===== config.mk =====
export PLATFORM = sky130hd
export DESIGN_NAME = hundred_timer_arbiter
export DESIGN_NICKNAME = d
export VERILOG_FILES = /design/src/rtl/hundred_timer_arbiter.sv
export SDC_FILE = /design/constraint.sdc
export NUM_CORES = 1
export LEC_CHECK = 0
export BUFFER_PORTS_ARGS = -buffer_cell sky130_fd_sc_hd__buf_4
export CAP_MARGIN = 20
export CELL_PAD_IN_SITES_DETAIL_PLACEMENT = 0
export CELL_PAD_IN_SITES_GLOBAL_PLACEMENT = 2
export CORE_MARGIN = 8
export CORE_UTILIZATION = 28
export DETAILED_ROUTE_END_ITERATION = 7
export GPL_ROUTABILITY_DRIVEN = 0
export HOLD_SLACK_MARGIN = 0.03
export PLACE_DENSITY = 0.84
export REMOVE_ABC_BUFFERS = 1
export SLEW_MARGIN = 20
export SYNTH_ARGS = -nofsm -noshare
export SYNTH_HDL_FRONTEND = slang
export SYNTH_SLANG_ARGS = --single-unit

===== constraint.sdc =====
create_clock -name clk -period 2.1 [get_ports clk]
set_input_delay 0.105 -clock clk [delete_from_list [all_inputs] [get_ports clk]]
set_output_delay 0.105 -clock clk [all_outputs]
set_load 0.05 [all_outputs]

===== src/rtl/hundred_timer_arbiter.sv =====
// hundred_timer_arbiter: round-robin arbiter and sequencer for the shared 100-cycle timeout
// counter. Grants the counter to one requester at a time and gates its enable so that every
// run starts from a count of zero. Returns a one-cycle done pulse to the winner.
//
// Optional feature: define TMR_WATCHDOG_EN to add an 8-bit RUN-state watchdog. The watchdog
// raises a sticky err after WD_LIMIT cycles without a timeout. Without the macro, err is
// tied low and RUN waits indefinitely.
module hundred_timer_arbiter #(
    parameter int unsigned N_REQ    = 4,
    parameter int unsigned WD_LIMIT = 127
) (
    input  logic             clk,
    input  logic             rst,
    input  logic [N_REQ-1:0] req,
    output logic [N_REQ-1:0] gnt,
    output logic [N_REQ-1:0] done,
    output logic             busy,
    output logic             err,
    output logic             tmr_en,
    input  logic             tmr_timeout
);

    localparam int unsigned PtrW = (N_REQ > 1) ? $clog2(N_REQ) : 1;

    typedef enum logic [1:0] {
        StIdle,
        StRun,
        StRelease
    } state_e;

    state_e          state;
    logic [PtrW-1:0] ptr;

    logic             pick_valid;
    logic [PtrW-1:0]  pick_idx;
    logic [PtrW-1:0]  ptr_next;
    logic [N_REQ-1:0] pick_oh;

`ifdef TMR_WATCHDOG_EN
    localparam logic [7:0] WdLast = 8'(WD_LIMIT - 1);

    logic [7:0] wd_cnt;
    logic       err_q;
`endif

    // Round-robin pick: first set request at or after the pointer, wrapping modulo N_REQ.
    always_comb begin : p_pick
        int idx;
        idx        = 0;
        pick_valid = 1'b0;
        pick_idx   = '0;
        // Walk offsets from far to near so the nearest set bit is the last one written.
        for (int off = int'(N_REQ) - 1; off >= 0; off--) begin
            idx = (int'(ptr) + off) % int'(N_REQ);
            if (req[PtrW'(idx)]) begin
                pick_valid = 1'b1;
                pick_idx   = PtrW'(idx);
            end
        end
        ptr_next          = PtrW'((int'(pick_idx) + 1) % int'(N_REQ));
        pick_oh           = '0;
        pick_oh[pick_idx] = pick_valid;
    end

    // Counter enable is gated by the timeout itself, so the counter sees enable low on the
    // edge after timeout rises and wraps back to zero before the next grant.
    assign tmr_en = (state == StRun) && !tmr_timeout;

    assign busy = (state == StRun) || (state == StRelease);

`ifdef TMR_WATCHDOG_EN
    assign err = err_q;
`else
    assign err = 1'b0;
`endif

    // Arbitration FSM with registered grant, done and pointer.
    always_ff @(posedge clk) begin
        if (!rst) begin
            state <= StIdle;
            gnt   <= '0;
            done  <= '0;
            ptr   <= '0;
`ifdef TMR_WATCHDOG_EN
            wd_cnt <= '0;
            err_q  <= 1'b0;
`endif
        end else begin
            done <= '0;
            unique case (state)
                StIdle: begin
                    if (pick_valid) begin
                        gnt   <= pick_oh;
                        ptr   <= ptr_next;
                        state <= StRun;
`ifdef TMR_WATCHDOG_EN
                        wd_cnt <= '0;
`endif
                    end
                end
                StRun: begin
                    if (tmr_timeout) begin
                        gnt   <= '0;
                        // gnt is one-hot for the winner; a withdrawn request suppresses done.
                        if (|(req & gnt)) begin
                            done <= gnt;
                        end
                        state <= StRelease;
                    end
`ifdef TMR_WATCHDOG_EN
                    else if (wd_cnt == WdLast) begin
                        err_q <= 1'b1;
                        gnt   <= '0;
                        state <= StRelease;
                    end else begin
                        wd_cnt <= wd_cnt + 8'd1;
                    end
`endif
                end
                StRelease: begin
                    // Hold off new grants until the counter has dropped its timeout.
                    if (!tmr_timeout) begin
                        state <= StIdle;
                    end
                end
                default: begin
                    state <= StIdle;
                    gnt   <= '0;
                end
            endcase
        end
    end

    // Simulation-only guards on configuration and on grant/done exclusivity.
    always_ff @(posedge clk) begin
        assert (N_REQ >= 2 && N_REQ <= 8 && WD_LIMIT > 100 && WD_LIMIT < 256);
        if (rst) begin
            assert ($onehot0(gnt));
            assert ($onehot0(done));
        end
    end

endmodule

==> impl_results.md, run 1 <==
* Status: finished, final reports clean
* Post-Place Worst Slack at 0.3825 ns
* Antenna violations before repair at 0
* Sequential share of power at 0.366
* Synth Warn # at 0
* Number of detailed-route iterations in the first pass at 3
* Largest cells by area after synthesis: dfxtp_1 39%, ha_1 8.0%, o41ai_1 5.6%, and2_1 4.0%, nand3_1 4.0%
* Placeable Area at 0.002148 mm2
* Post-CTS Setup Bufs at 0
* DRC at 0
* Final worst slack at 0.3777 ns
* Maximum VDD drop at 0.5067 mV
* Number of H-tree levels at 1
* Synth cell types at 27
* Switch Pwr at 328.4 uW
* Netlist Area Pre-Place at 623.1 um2
* First-pass GRT wire length at 2.290 mm
* Vias at 536
* Mux contribution to synthesized area at 0.03213
* Wire per inst at 11.61 um
* # hold bufs at CTS at 0
* Register area share after synthesis at 0.3855
* DR iter-0 viols at 1
* EDFF count, synth at 0
* Fin util at 0.3687
* P_leak at 0.0003709 uW
* ANT nets after route at 0
* GRT overflow at 0
* Starting Density at 0.2900
* Num CTS Buffers at 3
* Vias in the first global route at 516
* Pwr Density at 1032 mW/mm2
* # setup viols final at 0
* Critical Path RT at 2.27 ns
* Vias per std cell at 4.661
* Period utilization at 0.8201
* TritonCTS Sinks at 12
* Post-synthesis compound-gate area fraction at 0.2028
* Layout overhead on the synthesized area at 27.11%
* Hold Path End: gnt[1]
* Share of post-route cells with drive strength above 1 at 0.2299
* Clock network power share at 0.221
* Max clock buf depth at 2
* Synth Area in Adders at 0.08032
* Post-Syn Area per Cell at 8.901 um2
* Flops & latches, synth at 12
* Flop-to-flop setup slack at 0.38 ns
* CP startpoint kind: register
* Highest Clock Rate at 580.6 MHz
* Global-route usage over all layers at 0.07153
* Final hold viol count at 0
* Routed wire length at 1.335 mm
* Total power at 817.5 uW
* Crit. Startpoint: state[1]
* Chip height at 63.18 um
* Predominant post-synthesis flop cell: dfxtp_1
* Crit path kind: reg2reg
* Yosys top cell by area: dfxtp_1
* Tmin final at 1.722 ns
* Internal power at 489.1 uW
* Hold crit path type: in2reg
* Max Slew Vio Count at 0
* Worst reg2reg path endpoint: gnt[3]
* Worst Hold Launch: rst
* Data arrival, critical path at 1.89 ns
* TritonCTS clock tree: yes
* # diodes at 0
* Largest net degree at the start of global routing at 11
* Post-synthesis xor/xnor area fraction at 0
* RSZ-0062 raised after global routing: false
* Root buf cell: clkbuf_4
* Combinational Power Share at 0.413
* Reg clk slew, reported paths at 0.08 ns
* IO Count at 18
* Input/output buffers at 16
* Clock Latency Late Sink at 0.27 ns
* Die area at 0.003991 mm2
* Sw frac at 0.4017
* Min-Delay Path Depth at 3
* Reg2Reg Launch Point: state[1]
* Dpl hpwl at 1.103 mm
* Worst reg2reg path depth at 6
* Async SR Flop Fraction at 0
* Final non-filler cell area at 792.0 um2
* Die Width at 63.18 um
* Critical path peak fanout at 8
* Post-synthesis simple-gate area fraction at 0.2209
* Post-cts sizing count at 0
* Clk_skew at 0.001923 ns
* Synth top area share at 0.3855
* Final nets at 99
* Dpl cell area at 755.7 um2
* Largest family of logic cells by synthesized area: simple AND/OR/NAND/NOR gates
* Max cap viols at 0
* Rows at 17
* TNS Setup at 0 ns
* Critical Path End Type: register
* Cells after Synth at 70
[registers in the layout (all words and copies together), names as in the netlist]
| name | flops |
|---|---|
| done | 4 |
| gnt | 4 |
| ptr | 2 |
| state | 2 |
[layout by cell type (no fill, tap or decap), drive strengths merged]
master,instances
a21o,2
nand2b,3
o22a,1
dfxtp,12
inv,6
nor2b,3
nand2,1
a211oi,1
nor3b,1
o41ai,4
buf,16
and2,4
o21ai,2
nand3,5
clkbuf,4
or2,1
o22ai,1
ha,4
a21oi,4
a211o,1
nor4,1
conb,1
and2b,2
nor2,3
a22oi,2
mux2i,2
[routing by layer]
| metal | wire [um] | track usage | vias to the layer above |
|---|---|---|---|
| li1 | - | - | 281 |
| met2 | 510 | 0.09859 | 20 |
| met1 | 670 | 0.08485 | 231 |
| met5 | 0 | 0 | - |
| met3 | 130 | 0.03887 | 4 |
| met4 | 23 | 0.04178 | 0 |
[how the worst max path moves through the flow]
stage	endpoint	slack (ns)	depth (start not counted)
2_1_floorplan	gnt[0]	0.09	7
3_3_place_gp	gnt[3]	0.41	6
3_5_place_dp	gnt[3]	0.38	6
4_1_cts	gnt[3]	0.36	6
5_1_grt	gnt[3]	0.21	6
6_report	gnt[3]	0.38	6
[power by group through the flow]
stage,logic (uW),clock network [uW],registers (uW)
2_1_floorplan,215,0,339
5_1_grt,375,205,305
6_report,337,181,300
3_5_place_dp,340,0,305
4_1_cts,342,190,300
3_3_place_gp,339,0,305
[cell type report]
| type | instances | area, um2 |
|---|---|---|
| repair buffers | 16 | 120.1 |
| clock buffers | 4 | 36.28 |
| flip-flops and latches | 12 | 240.2 |
| inverters | 6 | 22.52 |
| well taps | 28 | 35.03 |
| multi-input cells | 49 | 337.8 |
| fillers | 223 | 1356 |
[cells by family (layout without fill, tap and decap cells)]
kind of cell / Yosys count / count (layout)
compound gates: 18 / 18
fa+ha+maj: 4 / 4
buf+inv: 9 / 26
flops: 12 / 12
mux: 2 / 2
other cells: 1 / 1
simple gates: 24 / 24
[cells in the mapped netlist (2+ instances only)]
cell type,n
a21o_1,2
a21oi_1,4
a22oi_1,2
and2_1,4
and2b_1,2
dfxtp_1,12
ha_1,4
inv_1,6
mux2i_1,2
nand2b_1,3
nand3_1,5
nor2_1,3
nor2b_1,3
o21ai_0,2
o41ai_1,4
[per-stage QoR]
stage	std cells	hold WS (ns)
after floorplan	67	0.2332
after global placement	111	0.4165
after detailed placement	111	0.4080
after CTS	115	0.1246
after global routing	115	0.1305
final	115	0.1314
[worst max-delay path, cell delays in order, from the launching register on]
cell	delay, ns
dfxtp_1	0.35
inv_1	0.08
ha_1	0.19
nor2b_1	0.15
a21o_1	0.16
or2_0	0.33
o41ai_1	0.37
(Power assumes the default switching activity.)
==> run 2: changes to the inputs <==
Clock period 2.1 ns to 1.62 ns, I/O delays scaled along.
==> run 2 against run 1 <==
Net effect: via count is 5.2% higher; critical path type unchanged; non-clock buffer count is 5 higher; cell count is 4.3% higher; core utilization is 3.4 points higher; flip-flop and latch count stayed put; global-route usage is 0.29 points higher; clock skew is 0.0010 ns lower; largest power group unchanged.
==> impl_results.md, run 2 (same netlist as run 1, synthesis figures left out) <==
* Critical path peak fanout at 8 (unchanged)
* Multi-input logic area at 372.9 um2 (+10%)
* Input/output buffers at 16 (unchanged)
* Min-Delay Path Depth at 2 (-1)
* Share of post-route cells with drive strength above 1 at 0.3478 (+0.1179)
* Rows at 17 (unchanged)
* P_leak at 0.0004209 uW (+14%)
* Num CTS Buffers at 3 (unchanged)
* Final non-filler cell area at 865.8 um2 (+9.3%)
* Status: finished, final reports clean
* Reg clk slew, reported paths at 0.08 ns (about the same)
* Max cap viols at 0 (unchanged)
* Critical Path End Type: register
* Dpl cell area at 793.3 um2 (+5.0%)
* Die Width at 63.18 um (unchanged)
* Die area at 0.003991 mm2 (unchanged)
* Global-route usage over all layers at 0.07440 (+0.002863)
* Largest registers: done x4, gnt x4
* ANT nets after route at 0 (unchanged)
* Wire per inst at 11.90 um (+2.5%)
* Layout overhead on the synthesized area at 38.96%
* Flop-to-flop setup slack at 0.09 ns (-0.29 ns)
* CP startpoint kind: register
* Placeable Area at 0.002148 mm2 (unchanged)
* Worst reg2reg path depth at 6 (unchanged)
* Vias in the first global route at 575 (+11%)
* GRT overflow at 0 (unchanged)
* Maximum VDD drop at 0.5349 mV (+5.6%)
* # hold bufs at CTS at 0 (unchanged)
* Max clock buf depth at 2 (unchanged)
* Fin util at 0.4030 (+0.03436)
* Worst Hold Launch: rst
* Final worst slack at 0.09052 ns (-0.2872 ns)
* Data arrival, critical path at 1.72 ns (-0.17 ns)
* Starting Density at 0.2900 (unchanged)
* Critical Path RT at 1.81 ns (-0.46 ns)
* Routed wire length at 1.428 mm (+7.0%)
* DR iter-0 viols at 7 (+6)
* Crit path kind: reg2reg
* Vias per std cell at 4.700 (+0.84%)
* Chip height at 63.18 um (unchanged)
* # diodes at 0 (unchanged)
* Dpl hpwl at 1.179 mm (+6.9%)
* Tmin final at 1.529 ns (-0.1928 ns)
* Pwr Density at 1313 mW/mm2 (+27%)
* Hold crit path type: in2reg
* Fill count at 217 (-2.7%)
* Most common cell after layout, fill and taps aside: buf_4
* Period utilization at 0.9441 (+0.1240)
* # setup viols final at 0 (unchanged)
* Root buf cell: clkbuf_4
* Clock Latency Late Sink at 0.28 ns (about the same)
* Antenna violations before repair at 0 (unchanged)
* IO Count at 18 (unchanged)
* Clk_skew at 0.0009114 ns (-0.001011 ns)
* Largest net degree at the start of global routing at 11 (unchanged)
* Number of H-tree levels at 1 (unchanged)
* Placed cell count at 116 (+4.5%)
* RSZ-0062 raised after global routing: false
* Hold Path End: state[0]
* Post-Place Worst Slack at -0.04890 ns (-0.4314 ns)
* DRC at 0 (unchanged)
* Highest Clock Rate at 653.8 MHz (+13%)
* First-pass GRT wire length at 2.387 mm (+4.2%)
* Vias at 564 (+5.2%)
* Register area at 241.5 um2 (+0.52%)
* Most frequent cells in the layout: 21 x buf_4, 11 x dfxtp_1, 6 x inv_1, 5 x nand3_1
* Worst reg2reg path endpoint: gnt[1]
* Final hold viol count at 0 (unchanged)
* TritonCTS clock tree: yes
* Max Slew Vio Count at 0 (unchanged)
* Total power at 1137 uW (+39%)
* Number of detailed-route iterations in the first pass at 3 (unchanged)
* Non-filler cells, final at 120 (+4.3%)
* Reg2Reg Launch Point: state[1]
* Final nets at 104 (+5.1%)
* TritonCTS Sinks at 12 (unchanged)
==> run 2: changes by cell type in the layout (fill, tap and decap cells not counted) <==
cell | previous run | this run
buf_4 | 16 | 21
dfxtp_1 | 12 | 11
dfxtp_2 | 0 | 1
ha_1 | 4 | 3
ha_2 | 0 | 1
o41ai_1 | 4 | 0
o41ai_2 | 0 | 4
or2_0 | 1 | 0
or2_4 | 0 | 1
==> run 2: where the power goes <==
part,switching [uW],internal [uW]
Sequential,44.7,342
Combinational,309,199
Clock,106,137
==> run 2: repair_timing <==
item	4_1_cts	5_1_grt
pin swaps	0	3
setup buffers	0	0
endpoints found under the setup margin	4	5
gates resized for setup	2	6
==> run 2: worst max-delay path: stages (launching register included) <==
cell and delay (ns):
dfxtp_2 0.33, inv_1 0.06, ha_2 0.17, nor2b_1 0.13, a21o_1 0.16, or2_4 0.29, o41ai_2 0.30
==> run 2: area by class of cell <==
class | instances | area share
flip-flops and latches | 12 | 0.2789
multi-input cells | 49 | 0.4306
clock buffers | 4 | 0.04191
well taps | 28 | 0.04046
repair buffers | 21 | 0.1821
inverters | 6 | 0.02601
==> run 2: how the worst max path moves through the flow <==
stage	from	endpoint	slack (ns)	cells past startpoint
floorplan	state[1]	gnt[0]	-0.39	7
detailed placement	state[1]	gnt[2]	-0.05	6
finish	state[1]	gnt[1]	0.09	6
global route	state[1]	gnt[1]	0.01	6
global placement	state[1]	gnt[0]	-0.04	6
CTS	state[1]	gnt[0]	0.04	6
==> run 2: per-stage QoR <==
stage	setup TNS (ns)	hold slack [ns]
global route	0	0.09990
finish	0	0.1014
detailed placement	-0.1791	0.3893
CTS	0	0.08777
global placement	-0.06614	0.3905
floorplan	-1.959	0.2092
==> run 2: per-layer routing <==
metal | GRT usage | part of all wire | vias up | wire length, um
met5 | 0 | 0 | - | 0
met4 | 0.05014 | 0.024 | 0 | 34
met3 | 0.03180 | 0.087 | 3 | 124
met2 | 0.1127 | 0.41 | 21 | 587
met1 | 0.08274 | 0.48 | 252 | 680
li1 | - | - | 288 | -
